===== src/rtl/full_i2c_controller.sv =====
// Receive-only I2C slave: synchronizes and deglitches SCL/SDA on FCLK, then
// captures bytes written to SLAVE_ADDR and presents each one with a one-cycle strobe.
module full_i2c_controller #(
  parameter logic [6:0] SLAVE_ADDR    = 7'h5A,
  parameter int         GLITCH_CYCLES = 3
) (
  input  logic       FCLK,
  input  logic       RST,
  input  logic       CLK,
  input  logic       DATA,
  output logic [7:0] CIRCUIT_OUT_DATA,
  output logic       DATA_VALID,
  output logic [2:0] fsm_state       // debug view of the FSM, IDLE reads as 0
);

  localparam int CW = (GLITCH_CYCLES > 1) ? $clog2(GLITCH_CYCLES) : 1;

  typedef enum logic [2:0] {
    S_IDLE     = 3'd0,
    S_ADDR     = 3'd1,
    S_ADDR_ACK = 3'd2,
    S_DATA     = 3'd3,
    S_DATA_ACK = 3'd4,
    S_IGNORE   = 3'd5
  } state_t;

  // Index 0 carries SCL, index 1 carries SDA through the whole front end.
  logic [1:0]    sync1, sync2, filt, filt_d;
  logic [CW-1:0] flt_cnt [2];

  always_ff @(posedge FCLK or posedge RST) begin
    if (RST) begin
      sync1      <= 2'b11;
      sync2      <= 2'b11;
      filt       <= 2'b11;
      filt_d     <= 2'b11;
      flt_cnt[0] <= '0;
      flt_cnt[1] <= '0;
    end else begin
      sync1  <= {DATA, CLK};
      sync2  <= sync1;
      filt_d <= filt;
      for (int i = 0; i < 2; i++) begin
        if (sync2[i] == filt[i]) begin
          flt_cnt[i] <= '0;
        end else if (flt_cnt[i] == CW'(GLITCH_CYCLES - 1)) begin
          filt[i]    <= sync2[i];
          flt_cnt[i] <= '0;
        end else begin
          flt_cnt[i] <= flt_cnt[i] + 1'b1;
        end
      end
    end
  end

  logic scl, scl_d, sda, sda_d;
  logic scl_rise, start_det, stop_det;

  assign scl   = filt[0];
  assign scl_d = filt_d[0];
  assign sda   = filt[1];
  assign sda_d = filt_d[1];

  // SCL must be high in both samples, so an SDA edge coinciding with an SCL
  // edge can never be mistaken for START or STOP.
  assign scl_rise  = scl & ~scl_d;
  assign start_det = scl & scl_d & ~sda & sda_d;
  assign stop_det  = scl & scl_d & sda & ~sda_d;

  state_t     state, state_nxt;
  logic [7:0] shift_q;
  logic [2:0] bit_cnt;
  logic [7:0] byte_nxt;
  logic       last_bit;

  assign byte_nxt  = {shift_q[6:0], sda};
  assign last_bit  = scl_rise && (bit_cnt == 3'd7);
  assign fsm_state = state;

  always_ff @(posedge FCLK or posedge RST) begin
    if (RST) state <= S_IDLE;
    else     state <= state_nxt;
  end

  always_comb begin
    state_nxt = state;
    if (stop_det) begin
      state_nxt = S_IDLE;
    end else if (start_det) begin
      state_nxt = S_ADDR;
    end else begin
      case (state)
        S_ADDR: begin
          if (last_bit)
            state_nxt = (byte_nxt[7:1] == SLAVE_ADDR && !byte_nxt[0]) ? S_ADDR_ACK : S_IGNORE;
        end
        S_ADDR_ACK: if (scl_rise) state_nxt = S_DATA;
        S_DATA:     if (last_bit) state_nxt = S_DATA_ACK;
        S_DATA_ACK: if (scl_rise) state_nxt = S_DATA;
        default:    state_nxt = state;
      endcase
    end
  end

  logic shift_clr, shift_en, cnt_clr, load_byte;

  always_comb begin
    shift_clr = start_det;
    cnt_clr   = start_det || (state == S_ADDR_ACK && scl_rise);
    shift_en  = scl_rise && (state == S_ADDR || state == S_DATA);
    load_byte = (state == S_DATA) && last_bit;
  end

  always_ff @(posedge FCLK or posedge RST) begin
    if (RST) begin
      shift_q          <= 8'h00;
      bit_cnt          <= 3'd0;
      CIRCUIT_OUT_DATA <= 8'h00;
      DATA_VALID       <= 1'b0;
    end else begin
      DATA_VALID <= load_byte;
      if (load_byte) CIRCUIT_OUT_DATA <= byte_nxt;
      if (shift_clr)     shift_q <= 8'h00;
      else if (shift_en) shift_q <= byte_nxt;
      if (cnt_clr)       bit_cnt <= 3'd0;
      else if (shift_en) bit_cnt <= bit_cnt + 3'd1;
    end
  end

endmodule


===== config.mk =====
export PLATFORM = sky130hd
export DESIGN_NAME = full_i2c_controller
export DESIGN_NICKNAME = d
export VERILOG_FILES = /design/src/rtl/full_i2c_controller.sv
export SDC_FILE = /design/constraint.sdc
export NUM_CORES = 1
export LEC_CHECK = 0
export BUFFER_PORTS_ARGS = -buffer_cell sky130_fd_sc_hd__buf_4
export CORE_ASPECT_RATIO = 1.75
export CORE_MARGIN = 1.5
export CORE_UTILIZATION = 30
export CTS_CLUSTER_SIZE = 14
export DETAILED_ROUTE_END_ITERATION = 10
export PLACE_DENSITY_LB_ADDON = 0.1
export SYNTH_ARGS = -nofsm -noshare
export SYNTH_HDL_FRONTEND = slang
export SYNTH_SLANG_ARGS = --single-unit

===== constraint.sdc =====
create_clock -name FCLK -period 1.9 [get_ports FCLK]
set_input_delay 0.57 -clock FCLK [delete_from_list [all_inputs] [get_ports FCLK]]
set_output_delay 0.57 -clock FCLK [all_outputs]
set_load 0.03 [all_outputs]

==> summary.md, run 1 <==
### Run status
* result of the run: finished clean

### Clock tree
* number of setup buffers added after CTS: 0
* clock slew at reported path FFs: 70 ps
* sinks on the clock net: 34
* clk_lat worst skew: 280 ps
* cts-stage hold buffer count: 0
* number of buffers added by the clock tree synthesis step: 5
* Max Root-Sink Buffers: 2
* root buffer cell: clkbuf_8
* clock tree from TritonCTS: done
* Resize count post-CTS: 0
* htree depth: 2

### STA
* achievable frequency: 0.6024 GHz
* final clock period utilization by the worst path: 87.37%
* worst relative slew slack: 71.77%
* final critical-path required period: 1660 ps
* hold violation count in the final report: 0
* setup repair after global routing missed its margin: no
* Worst-Margin Slew: 423.5 ps
* skew final: 7.917 ps
* Hold WS: 356.6 ps
* post-route setup TNS: 0 ps
* max-slew violation count: 0
* Finish-stage setup viols: 0

### Placement
* Post-DP HPWL: 1.879 mm
* PortBufs: 15
* weighted congestion at the end of routability-driven global placement: 0.7057
* number of cells in the design after placement: 180

### Die
* chip width: 55.76 µm
* total die area: 5316 µm²
* height of the die: 95.33 µm
* area of the core region: 4666 µm²
* # IOs: 16
* starting density of the core: 31.32%
* number of cell rows: 33

### Setup path
* critical path startpoint category: flip-flop
* WS Path Type: reg -> reg
* type of element capturing the critical path: flip-flop
* Arrival @ worst endpoint: 1830 ps
* Critical Path RT: 2070 ps
* delay contributed by the slowest stage of the critical path: 610 ps
* largest fanout of any net on the critical path: 9
* slowest stage cell on the critical path: dfstp_2
* worst path cell trace: and4bb_4, nand3_2, mux2_2

### Final layout
* proportion of layout cells with a drive suffix above 1: 38.24%
* non-filler instance count after layout: 188
* Area growth, synth to finish: 18.41%
* register cell area after layout: 860.8 µm²
* filler instances: 479
* number of diodes added for antenna fixing: 0
* commonest cells after routing, fill and taps aside: dfrtp_1, buf_4, mux2_2
* area occupied by multi-input gates: 555.5 µm²
* Final nets: 141
* most frequent standard cell in the layout excluding fill and tap cells: dfrtp_1

### Routing
* routed via count: 917
* detailed-router iteration count before antenna repair: 4
* ANT nets after route: 0
* Remaining DRCs: 0
* Iter 0 DRT Violations: 25
* per-cell via count in the routed design: 4.878
* total wire length: 2.677 mm
* average wire per standard cell: 14.24 µm

### Synth
* post-synth cell types: 38
* cell area after technology mapping: 1461 µm²
* number of instances in the synthesized netlist: 113
* post-synthesis average cell area: 12.93 µm²
* async set-or-reset flop fraction in the synthesized netlist: 100.0%
* fraction of the yosys area taken by sequential cells: 58.90%
* syn nets: 119
* portion of synthesized cell area occupied by the leading cell type: 44.52%
* warnings from Yosys: 0
* FF+latch count, synth: 34
* most used flip-flop cell after synthesis: dfrtp_1
* cell type contributing the most total cell area after synthesis: dfrtp_1
* number of flops mapped to enable cells by yosys: 0
* ranking of synthesized cells by area: dfrtp_1, dfstp_2, mux2_2, mux2i_1, nor2_1

### Global routing
* number of antenna violations at the first check in global routing: 0
* global route total overflow: 0
* via count of the first global-routing pass: 933
* pin count of the biggest net entering global routing: 35
* overall global routing resource usage: 11.34%
* first-pass GRT wire length: 4.485 mm

### Power
* Pwr Total: 1.976 mW
* leakage power summed over all cells: 0.8100 nW
* Power Dens Cells: 1142 nW/µm²
* maximum resistive drop on vdd: 0.0005531 V

### Hold path
* type of the tightest min-delay check: reg -> reg

### Job
* max-cap viol count: 0

synthesized netlist by cell type (2+ instances only):
library cell  number
nand3_1            2
nand2_1            2
mux2i_1            6
nor2_1             9
dfstp_2            8
a21oi_1            4
a31o_2             2
buf_2              3
xnor2_1            2
mux2_2            10
o21ai_0            2
ha_1               2
a22o_1             3
dfrtp_1           26
inv_1              6
nor2b_1            2
nor3_1             3
area by class of cell:
class	count	share of cell area [%]
inverters	6	1.302
clock inverters	1	0.4338
flip-flops and latches	34	49.75
multi-input cells	69	32.10
clock buffers	7	4.411
well taps	52	3.760
repair buffers	19	8.243
metal layers:
metal	GRT usage [%]	vias up	part of all wire (%)
met5	0	-	0
met4	6.707	0	2.7
met3	3.528	5	4.4
met2	19.44	20	52
met1	12.20	455	41
li1	-	437	-
path summary, 6_finish.rpt:
| kind | start | to | slack [ps] | depth (start not counted) |
|---|---|---|---|---|
| worst max-delay path | filt[0] | CIRCUIT_OUT_DATA[4] | 240 | 3 |
| worst min-delay path | sync1[1] | sync2[1] | 360 | 0 |
| worst max register to register | filt[0] | CIRCUIT_OUT_DATA[4] | 240 | 3 |
| worst min register to register | sync1[1] | sync2[1] | 360 | 0 |
| max in group asynchronous | RST | sync2[1] | 1190 | 3 |
| min in group asynchronous | RST | fsm_state[0] | 370 | 3 |
kinds of logic (layout without fill, tap and decap cells):
logic type / after synthesis / count (layout) / share of synthesized area [%]
compound gates: 18 / 18 / 9.676
xor+xnor: 4 / 4 / 2.912
fa+ha+maj: 2 / 2 / 1.712
buf+inv: 10 / 33 / 3.082
flops: 34 / 34 / 58.90
mux: 16 / 16 / 11.82
simple gates: 29 / 29 / 11.90
worst max-delay path, delay by kind of cell (launching register included):
| kind | cells | cell delay [ps] |
|---|---|---|
| flops | 1 | 610 |
| simple gates | 2 | 590 |
| mux | 1 | 350 |
flip-flops by register name, indices dropped and copies added, names as in the netlist:
name,count
sync1,2
filt_d,2
bit_cnt,3
sync2,2
CIRCUIT_OUT_DATA,8
fsm_state,3
DATA_VALID,1
shift_q,7
flt_cnt,4
filt,2
report_power, final:
group          internal (mW)  switching, mW
Clock                  0.259          0.250
Combinational          0.216          0.233
Sequential             0.888          0.131
metrics by stage:
step                      worst slack [ps]  cell area (µm²)  util (%)
final                                240.0             1730     37.09
after global routing                 150.6             1730     37.09
after CTS                            227.5             1730     37.09
after detailed placement             229.3             1647     35.29
after global placement               283.3             1647     35.29
after floorplan                      353.4             1461         -
No activity file was read; power rests on OpenSTA's default activity.
==> inputs of run 2 (changes only) <==
- ABC_AREA: not set -> 1
==> run 2 against run 1 <==
  * Flip-flop and latch count unchanged
  * Routed wire length rose by 6.3%
  * Sequential share of layout area is 0.92 points lower
  * Via count rose by 14%
  * Register-to-register slack improved by 110 ps
  * Clock power grew 35%
  * Setup slack improved by 110 ps
  * Critical path depth increased by 2
  * Largest power group unchanged
==> summary.md, run 2 <==
### Run status
* result of the run: finished clean

### Final layout
* Final nets: 183, +30%
* commonest cells after routing, fill and taps aside: nand2_1, dfrtp_1, inv_1
* most frequent standard cell in the layout excluding fill and tap cells: nand2_1
* proportion of layout cells with a drive suffix above 1: 25.28%, -13 points
* register cell area after layout: 860.8 µm², unchanged
* Area growth, synth to finish: 19.71%
* area occupied by multi-input gates: 510.5 µm², -8.1%
* final standard cell utilization of the core: 37.45%, +0.37 points
* number of diodes added for antenna fixing: 0, unchanged
* flip-flop count of the largest register, all copies and words added: 8, unchanged
* largest registers: CIRCUIT_OUT_DATA (8), shift_q (7), flt_cnt (4)
* filler instances: 498, +4.0%
* Most flops, register: CIRCUIT_OUT_DATA

### Clock tree
* clock tree from TritonCTS: done
* clk_lat worst skew: 290 ps, about the same
* sinks on the clock net: 34, unchanged
* clock slew at reported path FFs: 60 ps, about the same
* number of setup buffers added after CTS: 0, unchanged
* Max Root-Sink Buffers: 2, unchanged
* root buffer cell: clkbuf_8
* htree depth: 2, unchanged
* number of buffers added by the clock tree synthesis step: 5, unchanged
* cts-stage hold buffer count: 0, unchanged
* Resize count post-CTS: 0, unchanged

### Global routing
* first-pass GRT wire length: 4.947 mm, +10%
* via count of the first global-routing pass: 1103, +18%
* number of antenna violations at the first check in global routing: 0, unchanged
* overall global routing resource usage: 12.43%, +1.1 points
* global route total overflow: 0, unchanged
* pin count of the biggest net entering global routing: 35, unchanged

### Routing
* met2 wire length: 1.556 mm, +12%
* per-cell via count in the routed design: 4.535, -7.0%
* detailed-router iteration count before antenna repair: 5, +1
* Iter 0 DRT Violations: 30, +20%
* routed via count: 1043, +14%
* Top Metal Used: met4
* met3 wire len: 113 µm, -4.2%
* Remaining DRCs: 0, unchanged
* ANT nets after route: 0, unchanged
* met1 WL: 1.109 mm, +1.3%
* average wire per standard cell: 12.37 µm, -13%
* total wire length: 2.845 mm, +6.3%

### Hold path
* type of the tightest min-delay check: reg -> reg

### STA
* worst relative slew slack: 70.93%, -0.84 points
* max-slew violation count: 0, unchanged
* setup repair after global routing missed its margin: no
* post-route setup TNS: 0 ps, unchanged
* final critical-path required period: 1549 ps, -110.9 ps
* skew final: 13.62 ps, +5.708 ps
* achievable frequency: 0.6455 GHz, +7.2%
* Worst-Margin Slew: 436.1 ps, +12.59 ps
* Finish-stage setup viols: 0, unchanged
* hold violation count in the final report: 0, unchanged
* final clock period utilization by the worst path: 81.53%, -5.8 points

### Setup path
* worst path cell trace: nand2_2, nor2_4, nand3_4, nand2_1, o21ai_2
* first element of the critical path: filt[0]
* logic depth of the worst register-to-register path: 5, +2
* cell class contributing the biggest share of worst-path delay: simple AND/OR/NAND/NOR gates
* endpoint of the lowest-slack register-to-register path: CIRCUIT_OUT_DATA[0]
* largest fanout of any net on the critical path: 17, +8
* Critical Path RT: 2070 ps, about the same
* slowest stage cell on the critical path: dfstp_2
* WS Path Type: reg -> reg
* delay contributed by the slowest stage of the critical path: 600 ps, about the same
* CP Capture Point: CIRCUIT_OUT_DATA[0]
* type of element capturing the critical path: flip-flop
* critical register-to-register path startpoint: filt[0]
* Arrival @ worst endpoint: 1710 ps, -120 ps
* reg-to-reg setup timing slack: 350 ps, +110 ps
* critical path startpoint category: flip-flop
* instance count on the critical path: 5, +2
* Critical path buffers and inverters: 0, unchanged

### Job
* max-cap viol count: 0, unchanged

### Die
* total die area: 5355 µm², +0.73%
* height of the die: 95.69 µm, +0.37%
* starting density of the core: 31.29%, -0.036 points
* chip width: 55.96 µm, +0.36%
* # IOs: 16, unchanged
* area of the core region: 4707 µm², +0.88%
* number of cell rows: 33, unchanged

### Power
* maximum resistive drop on vdd: 0.0007174 V, +30%
* leakage power summed over all cells: 0.8971 nW, +11%
* Power Dens Cells: 1394 nW/µm², +22%

### Placement
* Post-DP HPWL: 2.070 mm, +10%
* PortBufs: 15, unchanged
* weighted congestion at the end of routability-driven global placement: 0.7460, +5.7%

### Synth
* FF+latch count, synth: 34, unchanged
* ranking of synthesized cells by area: dfrtp_1, dfstp_2, nand2_1, inv_1, o21ai_2
* async set-or-reset flop fraction in the synthesized netlist: 100.0%, unchanged
* post-synthesis average cell area: 9.501 µm², -27%
* fraction of the yosys area taken by sequential cells: 58.45%, -0.45 points
* number of flops mapped to enable cells by yosys: 0, unchanged
* cell area after technology mapping: 1473 µm², +0.77%
* post-synth cell types: 20, -47%
* syn nets: 161, +35%
* portion of synthesized cell area occupied by the leading cell type: 44.18%, -0.34 points
* cell type contributing the most total cell area after synthesis: dfrtp_1
* most used flip-flop cell after synthesis: dfrtp_1
* number of instances in the synthesized netlist: 155, +37%
* Post-synth top cells: nand2_1, dfrtp_1, inv_1, nand3_1
* warnings from Yosys: 0, unchanged
* most common cell in the synthesized netlist: nand2_1

## run 2: through the flow
step	power (mW)	setup slack (ps)	std cells	hold slack [ps]	instance area, µm²
after global routing	2.649	255.8	230	365.0	1763
after floorplan	1.602	501.1	155	345.2	1473
after detailed placement	1.797	318.0	222	348.5	1647
after CTS	2.500	311.4	230	358.8	1763
after global placement	1.785	303.4	222	348.2	1647
final	2.457	350.9	230	357.1	1763
## run 2: worst min path at each step
stage / from / end / slack (ps) / cells after the start
finish: sync1[0] / sync2[0] / 360 / 0
floorplan: sync1[0] / sync2[0] / 350 / 0
CTS: sync1[0] / sync2[0] / 360 / 0
global placement: sync1[1] / sync2[1] / 350 / 0
detailed placement: sync1[0] / sync2[0] / 350 / 0
global route: sync1[0] / sync2[0] / 370 / 0
## run 2: cell type report
class	instances	area share (%)
Multi-Input combinational cell	96	28.96
Clock inverter	1	1.703
Timing Repair Buffer	16	6.813
Clock buffer	7	4.897
Sequential cell	34	48.83
Tap cell	52	3.691
Inverter	24	5.110
## run 2: kinds of logic after synthesis
group	Yosys count	share of synthesized area, %
muxes	1	0.6797
DFF	34	58.45
xor gates and xnor gates	2	1.190
buffers and inverters	25	6.882
AOI/OAI and AO/OA	18	8.581
and+or+nand+nor	73	22.52
adders and majority gates	2	1.699
## run 2: worst register-to-register path, cell delays in order (launching register included)
cell and delay (ps):
dfstp_2 600, nand2_2 100, nor2_4 210, nand3_4 260
nand2_1 180, o21ai_2 80
## run 2: power by group
part / switching (mW) / internal, mW / leakage [nW] / total [mW]
clock network: 0.260 / 0.428 / 0.0585 / 0.688
registers: 0.142 / 0.938 / 0.433 / 1.08
logic: 0.461 / 0.229 / 0.406 / 0.690
total: 0.863 / 1.59 / 0.897 / 2.46
## run 2: metal layers
layer | global-route usage, % | up-vias
met5 | 0 | -
met4 | 7.143 | 0
met3 | 3.664 | 5
met2 | 23.33 | 24
met1 | 11.76 | 481
li1 | - | 533
